$ cat config.mk
export PLATFORM = sky130hd
export DESIGN_NAME = if_fetch
export DESIGN_NICKNAME = d
export VERILOG_FILES = /design/src/rtl/if_fetch.sv
export SDC_FILE = /design/constraint.sdc
export NUM_CORES = 1
export LEC_CHECK = 0
export BUFFER_PORTS_ARGS = -buffer_cell sky130_fd_sc_hd__clkbuf_2
export CORE_MARGIN = 1
export CORE_UTILIZATION = 24
export DETAILED_ROUTE_END_ITERATION = 7
export GPL_ROUTABILITY_DRIVEN = 0
export GPL_TIMING_DRIVEN = 0
export PLACE_DENSITY = 0.44
export SYNTH_ARGS = -nofsm -noshare
export SYNTH_HDL_FRONTEND = slang
export SYNTH_SLANG_ARGS = --single-unit
export TNS_END_PERCENT = 100
$ cat constraint.sdc
create_clock -name clk -period 2.86 [get_ports clk]
set_clock_uncertainty 0.05 [all_clocks]
set_input_delay 0.286 -clock clk [delete_from_list [all_inputs] [get_ports clk]]
set_output_delay 0.286 -clock clk [all_outputs]
set_load 0.03 [all_outputs]
$ cat src/rtl/if_fetch.sv
// if_fetch: instruction fetch stage.
// Owns the program counter, issues in-order instruction memory reads limited
// by a credit of DEPTH (in-flight plus queued), buffers returned instructions
// in a DEPTH-entry queue and presents the queue head to decode from registers.
// Redirects empty the queue and mark every live in-flight fetch for discard.
// Optional feature macro: IF_PERF_CNT_EN (adds stall/bubble perf counters).

module if_fetch #(
    parameter int                ADDR_W   = 32,
    parameter int                INST_W   = 16,
    parameter int                DEPTH    = 2,
    parameter logic [ADDR_W-1:0] RESET_PC = {ADDR_W{1'b0}}
) (
    input  logic              clk,
    input  logic              rst,
    output logic              mem_req,
    output logic [ADDR_W-1:0] mem_addr,
    input  logic              mem_gnt,
    input  logic              mem_rvalid,
    input  logic [INST_W-1:0] mem_rdata,
    input  logic              redirect_valid,
    input  logic [ADDR_W-1:0] redirect_pc,
    input  logic              id_stall,
    output logic              if_valid,
    output logic [ADDR_W-1:0] if_pc,
    output logic [INST_W-1:0] if_inst
`ifdef IF_PERF_CNT_EN
    ,
    output logic [31:0]       perf_stall_cnt,
    output logic [31:0]       perf_bubble_cnt
`endif
);

    localparam int CW = $clog2(DEPTH + 1);
    localparam int PW = $clog2(DEPTH);

    logic [ADDR_W-1:0] r_fetch_pc;
    logic [ADDR_W-1:0] r_resp_pc;
    logic [CW-1:0]     r_outstanding;
    logic [CW-1:0]     r_drop_cnt;
    logic [CW-1:0]     r_count;
    logic [PW-1:0]     r_rd_ptr;
    logic [PW-1:0]     r_wr_ptr;
    logic [ADDR_W-1:0] r_q_pc   [DEPTH];
    logic [INST_W-1:0] r_q_inst [DEPTH];
    logic              r_if_valid;
    logic [ADDR_W-1:0] r_if_pc;
    logic [INST_W-1:0] r_if_inst;

    logic              w_credit_ok;
    logic              w_grant;
    logic              w_push;
    logic              w_pop;
    logic [CW-1:0]     w_live;
    logic [CW-1:0]     w_outstanding_nxt;
    logic [CW-1:0]     w_drop_nxt;
    logic [CW-1:0]     w_count_nxt;
    logic [PW-1:0]     w_rd_ptr_nxt;
    logic [PW-1:0]     w_wr_ptr_nxt;
    logic              w_head_new;
    logic              w_if_valid_nxt;
    logic [ADDR_W-1:0] w_if_pc_nxt;
    logic [INST_W-1:0] w_if_inst_nxt;

    // Credit check counts both in-flight fetches and queued instructions.
    assign w_credit_ok = ({1'b0, r_outstanding} + {1'b0, r_count}) < (CW+1)'(DEPTH);
    // Request is held low during reset and in a redirect cycle.
    assign mem_req     = rst && !redirect_valid && w_credit_ok;
    assign mem_addr    = r_fetch_pc;
    assign w_grant     = mem_req && mem_gnt;
    assign w_push      = mem_rvalid && !redirect_valid && (r_drop_cnt == {CW{1'b0}});
    assign w_pop       = r_if_valid && !id_stall && !redirect_valid;
    assign w_live      = r_outstanding - r_drop_cnt;

    assign if_valid = r_if_valid;
    assign if_pc    = r_if_pc;
    assign if_inst  = r_if_inst;

    // Next-state for counters, pointers and the registered head presentation.
    always_comb begin
        w_outstanding_nxt = r_outstanding + CW'(w_grant) - CW'(mem_rvalid);
        w_wr_ptr_nxt      = r_wr_ptr + PW'(w_push);
        w_drop_nxt        = r_drop_cnt;
        w_count_nxt       = r_count;
        w_rd_ptr_nxt      = r_rd_ptr;
        if (redirect_valid) begin
            // Every live fetch becomes stale; one arriving now is dropped directly.
            w_drop_nxt   = r_drop_cnt + w_live - CW'(mem_rvalid);
            w_count_nxt  = {CW{1'b0}};
            w_rd_ptr_nxt = r_wr_ptr;
        end else begin
            if (mem_rvalid && (r_drop_cnt != {CW{1'b0}})) begin
                w_drop_nxt = r_drop_cnt - {{(CW-1){1'b0}}, 1'b1};
            end else begin
                w_drop_nxt = r_drop_cnt;
            end
            w_count_nxt  = r_count + CW'(w_push) - CW'(w_pop);
            w_rd_ptr_nxt = r_rd_ptr + PW'(w_pop);
        end

        // The new response becomes the head when the queue is empty after the pop.
        w_head_new = w_push && ((r_count - CW'(w_pop)) == {CW{1'b0}});
        if (w_count_nxt == {CW{1'b0}}) begin
            w_if_valid_nxt = 1'b0;
            w_if_pc_nxt    = {ADDR_W{1'b0}};
            w_if_inst_nxt  = {INST_W{1'b0}};
        end else if (w_head_new) begin
            w_if_valid_nxt = 1'b1;
            w_if_pc_nxt    = r_resp_pc;
            w_if_inst_nxt  = mem_rdata;
        end else begin
            w_if_valid_nxt = 1'b1;
            w_if_pc_nxt    = r_q_pc[w_rd_ptr_nxt];
            w_if_inst_nxt  = r_q_inst[w_rd_ptr_nxt];
        end
    end

    // Fetch state, queue storage and registered decode outputs.
    always_ff @(posedge clk or negedge rst) begin
        if (!rst) begin
            r_fetch_pc    <= RESET_PC;
            r_resp_pc     <= RESET_PC;
            r_outstanding <= {CW{1'b0}};
            r_drop_cnt    <= {CW{1'b0}};
            r_count       <= {CW{1'b0}};
            r_rd_ptr      <= {PW{1'b0}};
            r_wr_ptr      <= {PW{1'b0}};
            r_if_valid    <= 1'b0;
            r_if_pc       <= {ADDR_W{1'b0}};
            r_if_inst     <= {INST_W{1'b0}};
            for (int i = 0; i < DEPTH; i++) begin
                r_q_pc[i]   <= {ADDR_W{1'b0}};
                r_q_inst[i] <= {INST_W{1'b0}};
            end
        end else begin
            if (redirect_valid) begin
                r_fetch_pc <= redirect_pc;
                r_resp_pc  <= redirect_pc;
            end else begin
                if (w_grant) begin
                    r_fetch_pc <= r_fetch_pc + {{(ADDR_W-1){1'b0}}, 1'b1};
                end
                if (w_push) begin
                    r_resp_pc <= r_resp_pc + {{(ADDR_W-1){1'b0}}, 1'b1};
                end
            end
            if (w_push) begin
                r_q_pc[r_wr_ptr]   <= r_resp_pc;
                r_q_inst[r_wr_ptr] <= mem_rdata;
            end
            r_outstanding <= w_outstanding_nxt;
            r_drop_cnt    <= w_drop_nxt;
            r_count       <= w_count_nxt;
            r_rd_ptr      <= w_rd_ptr_nxt;
            r_wr_ptr      <= w_wr_ptr_nxt;
            r_if_valid    <= w_if_valid_nxt;
            r_if_pc       <= w_if_pc_nxt;
            r_if_inst     <= w_if_inst_nxt;
        end
    end

`ifdef IF_PERF_CNT_EN
    logic [31:0] r_perf_stall;
    logic [31:0] r_perf_bubble;

    assign perf_stall_cnt  = r_perf_stall;
    assign perf_bubble_cnt = r_perf_bubble;

    // Saturating counters of stalled-valid cycles and empty-output cycles.
    always_ff @(posedge clk or negedge rst) begin
        if (!rst) begin
            r_perf_stall  <= 32'd0;
            r_perf_bubble <= 32'd0;
        end else begin
            if (r_if_valid && id_stall && (r_perf_stall != 32'hFFFF_FFFF)) begin
                r_perf_stall <= r_perf_stall + 32'd1;
            end
            if (!r_if_valid && (r_perf_bubble != 32'hFFFF_FFFF)) begin
                r_perf_bubble <= r_perf_bubble + 32'd1;
            end
        end
    end
`endif

    if_fetch_chk #(.CW(CW), .DEPTH(DEPTH)) u_chk (
        .clk   (clk),
        .rst   (rst),
        .push  (w_push),
        .pop   (w_pop),
        .count (r_count)
    );

endmodule

// Checker: a push into a full queue without a simultaneous pop breaks the credit rule.
module if_fetch_chk #(
    parameter int CW    = 2,
    parameter int DEPTH = 2
) (
    input logic          clk,
    input logic          rst,
    input logic          push,
    input logic          pop,
    input logic [CW-1:0] count
);
    a_no_overflow: assert property (@(posedge clk) disable iff (!rst)
        !(push && !pop && (count == CW'(DEPTH))))
        else $error("if_fetch queue overflow");
endmodule
==> flow_metrics.py <==
metrics = {
    "setup_path": {
        "crit_required_ns": 3.24,
        "rrSetupSlack_ns": 0.11,
        "start_kind": "register",
        "cp_data_arrival_time_ns": 3.13,
        "crit_fanout": 10,
        "crit_path_end_kind": "register",
        "path_class": "register to register",
    },
    "global_route": {
        "overflow": 0,
        "grt_max_degree": 101,
        "grt_pass1_vias": 7641,
        "grt_pass1_wl_um": 48500,
        "antenna_found_initial": 0,
        "grt_usage": 0.146,
    },
    "sta": {
        "rsz0062_at_grt": "no",
        "max_freq_mhz": 364,
        "setup_slack_ns": 0.115,
        "finalHoldViolations": 0,
        "slew_violations": 0,
        "period_share": 0.960,
        "finalCriticalPeriod_ns": 2.75,
        "relSlewSlack": 0.400,
        "worst_slew_pin_slew_ns": 0.901,
        "setup_viol": 0,
    },
    "pwr": {
        "total_power_mw": 12.3,
        "combPwrFrac": 0.336,
        "p_per_area_nw_per_um2": 929,
        "p_sw_mw": 4.39,
        "p_seq_frac": 0.381,
        "swShare": 0.356,
        "p_clk_frac": 0.283,
        "leakage_nw": 5.94,
        "peakVddDrop_mv": 0.513,
        "p_int_mw": 7.93,
    },
    "synth": {
        "ys_warn_count": 0,
        "synth_top_area_cell": "dfrtp_1",
        "synth-edff-count": 0,
        "synth.yosys.seq_area_share": 0.526,
        "yosysUniqueCellTypes": 55,
        "ys.flop_type": "dfrtp_1",
        "syn-cell-area_um2": 10300,
        "ys_ff_latch": 217,
        "synth_area_leaders": "dfrtp_1 (53%), mux2_2 (12%), a211oi_2 (4.8%)",
        "synth_top_area_frac": 0.526,
        "syn_area_per_cell_um2": 12.1,
        "syn-num-nets": 917,
        "synth_cells": 853,
        "async_flop_share": 1.00,
    },
    "clock_network": {
        "cts-root-buf": "clkbuf_16",
        "numCtsBuffers": 27,
        "clock_path_buffers": 3,
        "cts_max_level": 1,
        "path_clk_slew_ns": 0.06,
        "cts_sinks": 217,
        "clkLatencyLatePin_ns": 0.56,
        "cts_tree": "yes",
    },
    "status": {
        "status": "finished clean",
    },
    "placed_design": {
        "dp_hpwl_um": 22000,
        "dp_worst_setup_slack_ns": -0.858,
        "port-buffer-count": 134,
    },
    "finish": {
        "drive_above_1_share": 0.366,
        "areaGrowthSynthToFinish_pct": 28.3,
        "fin_nets": 1129,
    },
    "detailed_routing": {
        "drt-initial-drc-count": 387,
        "ant_nets": 0,
        "via_per_inst": 4.60,
        "detailroute.via_count": 7480,
        "drtPass1Iterations": 5,
        "drc": 0,
        "post_drt_wl_per_cell_um": 19.4,
        "wirelength_um": 31500,
    },
    "flow_run": {
        "maxCapViolCount": 0,
    },
    "floorplan": {
        "start_util": 0.245,
        "io_pins": 136,
        "row_count": 75,
        "fp.dieW_um": 209,
        "dieHeight_um": 209,
        "core_um2": 42200,
        "dieArea_um2": 43900,
    },
    "worst_hold_path": {
        "hp-class": "input port to register",
    },
}
worst paths after layout:
path,from,to,cells past startpoint
max reg2reg,r_count[0]$_DFF_PN0_,r_outstanding[1]$_DFF_PN0_,12
min in group asynchronous,rst,if_pc[15]$_DFF_PN0_,3
max in group asynchronous,rst,r_resp_pc[26]$_DFFE_PN0P_,3
max,r_count[0]$_DFF_PN0_,r_outstanding[1]$_DFF_PN0_,12
min,redirect_pc[19],r_resp_pc[19]$_DFFE_PN0P_,3
min reg2reg,r_q_pc[30]$_DFFE_PN0P_,r_q_pc[30]$_DFFE_PN0P_,2
cell usage in the layout (no fill, tap or decap), types with 33 or more instances in the layout:
cell type,count
dfrtp_1,217
a211oi_2,39
clkbuf_2,134
nor2_1,69
nand2_1,49
dlygate4sd3_1,44
nand3_1,33
mux2_2,111
mux2i_1,50
sequential cells by signal, indices dropped and copies added, names as in the netlist:
register and flops:
if_inst 16, if_pc 32, if_valid 1, mem_addr 32
r_count 2, r_drop_cnt 2, r_outstanding 2, r_q_inst 32
r_q_pc 64, r_rd_ptr 1, r_resp_pc 32, r_wr_ptr 1
Yosys cell counts, drive strengths merged (2+ instances only):
cell type / number
dfrtp: 217
mux2: 111
nor2: 69
mux2i: 50
nand2: 50
a211oi: 49
nand3: 34
buf: 32
o21ai: 29
xor2: 27
nand4: 26
xnor2: 25
clkbuf: 19
inv: 16
o211ai: 15
and3: 10
nor3: 10
a21oi: 9
nor4: 8
o311ai: 8
ha: 7
nand2b: 6
a31oi: 3
and2: 3
fa: 3
a21boi: 2
nor4b: 2
worst max-delay path, cell delays in order (launching register included):
cell	delay [ns]
dfrtp_1	0.42
and2_4	0.16
fa_2	0.48
nor4b_4	0.25
and2_4	0.18
buf_6	0.16
inv_4	0.06
buf_6	0.15
ha_4	0.26
inv_2	0.03
ha_2	0.17
xnor2_2	0.14
xnor2_1	0.12
layer usage:
metal  wire (um)  GRT usage
met1       15000      0.208
met2       14200      0.226
met3        1520     0.0280
met4         751     0.0357
met5           0          0
final cells by class:
| type | count | area [um^2] |
|---|---|---|
| Clock inverter | 16 | 148 |
| Sequential cell | 217 | 5430 |
| Inverter | 16 | 62.6 |
| Timing Repair Buffer | 183 | 1230 |
| Fill cell | 4384 | 29000 |
| Buffer | 52 | 334 |
| Antenna cell | 1 | 2.50 |
| Tap cell | 539 | 674 |
| Multi-Input combinational cell | 568 | 4610 |
| Clock buffer | 34 | 762 |
repair_timing:
item | in CTS | in global routing
setup endpoints to repair | 104 | 33
hold buffers | 45 | 0
cloned | 0 | 1
buffers inserted | 1 | 0
hold endpoints to repair | 140 | 0
gates resized for setup | 14 | 7
pin swaps | 2 | 2
cell families (layout without fill, tap and decap cells):
family,count (synthesis),count (layout),share of synthesized area
compound gates,120,120,0.0982
flops,217,217,0.526
buf+inv,68,301,0.0351
simple gates,225,225,0.113
mux,161,161,0.169
other cells,0,1,0
fa+ha+maj,10,10,0.0143
xor+xnor,52,52,0.0441
power by group through the flow:
stage | sequential [mW] | combinational [mW] | clock (mW)
after floorplan | 5.06 | 2.52 | 0
after global placement | 4.72 | 4.02 | 0
after detailed placement | 4.74 | 4.07 | 0
after CTS | 4.69 | 4.21 | 3.58
after global routing | 4.83 | 4.54 | 3.72
final | 4.69 | 4.14 | 3.49
metrics by stage:
| stage | area (um^2) | TNS, ns | util | instances | hold WS [ns] |
|---|---|---|---|---|---|
| 2_1_floorplan | 10400 | -0.0312 | - | 853 | -0.0596 |
| 6_report | 13300 | 0 | 0.314 | 1626 | 0.00664 |
| 4_1_cts | 13200 | 0 | 0.313 | 1624 | 0.000535 |
| 3_5_place_dp | 11800 | -43.76 | 0.279 | 1528 | 0.245 |
| 5_1_grt | 13300 | 0 | 0.314 | 1625 | 0.0216 |
| 3_3_place_gp | 11700 | -912.03 | 0.277 | 1526 | 0.417 |
No activity file was read; power rests on OpenSTA's default activity.
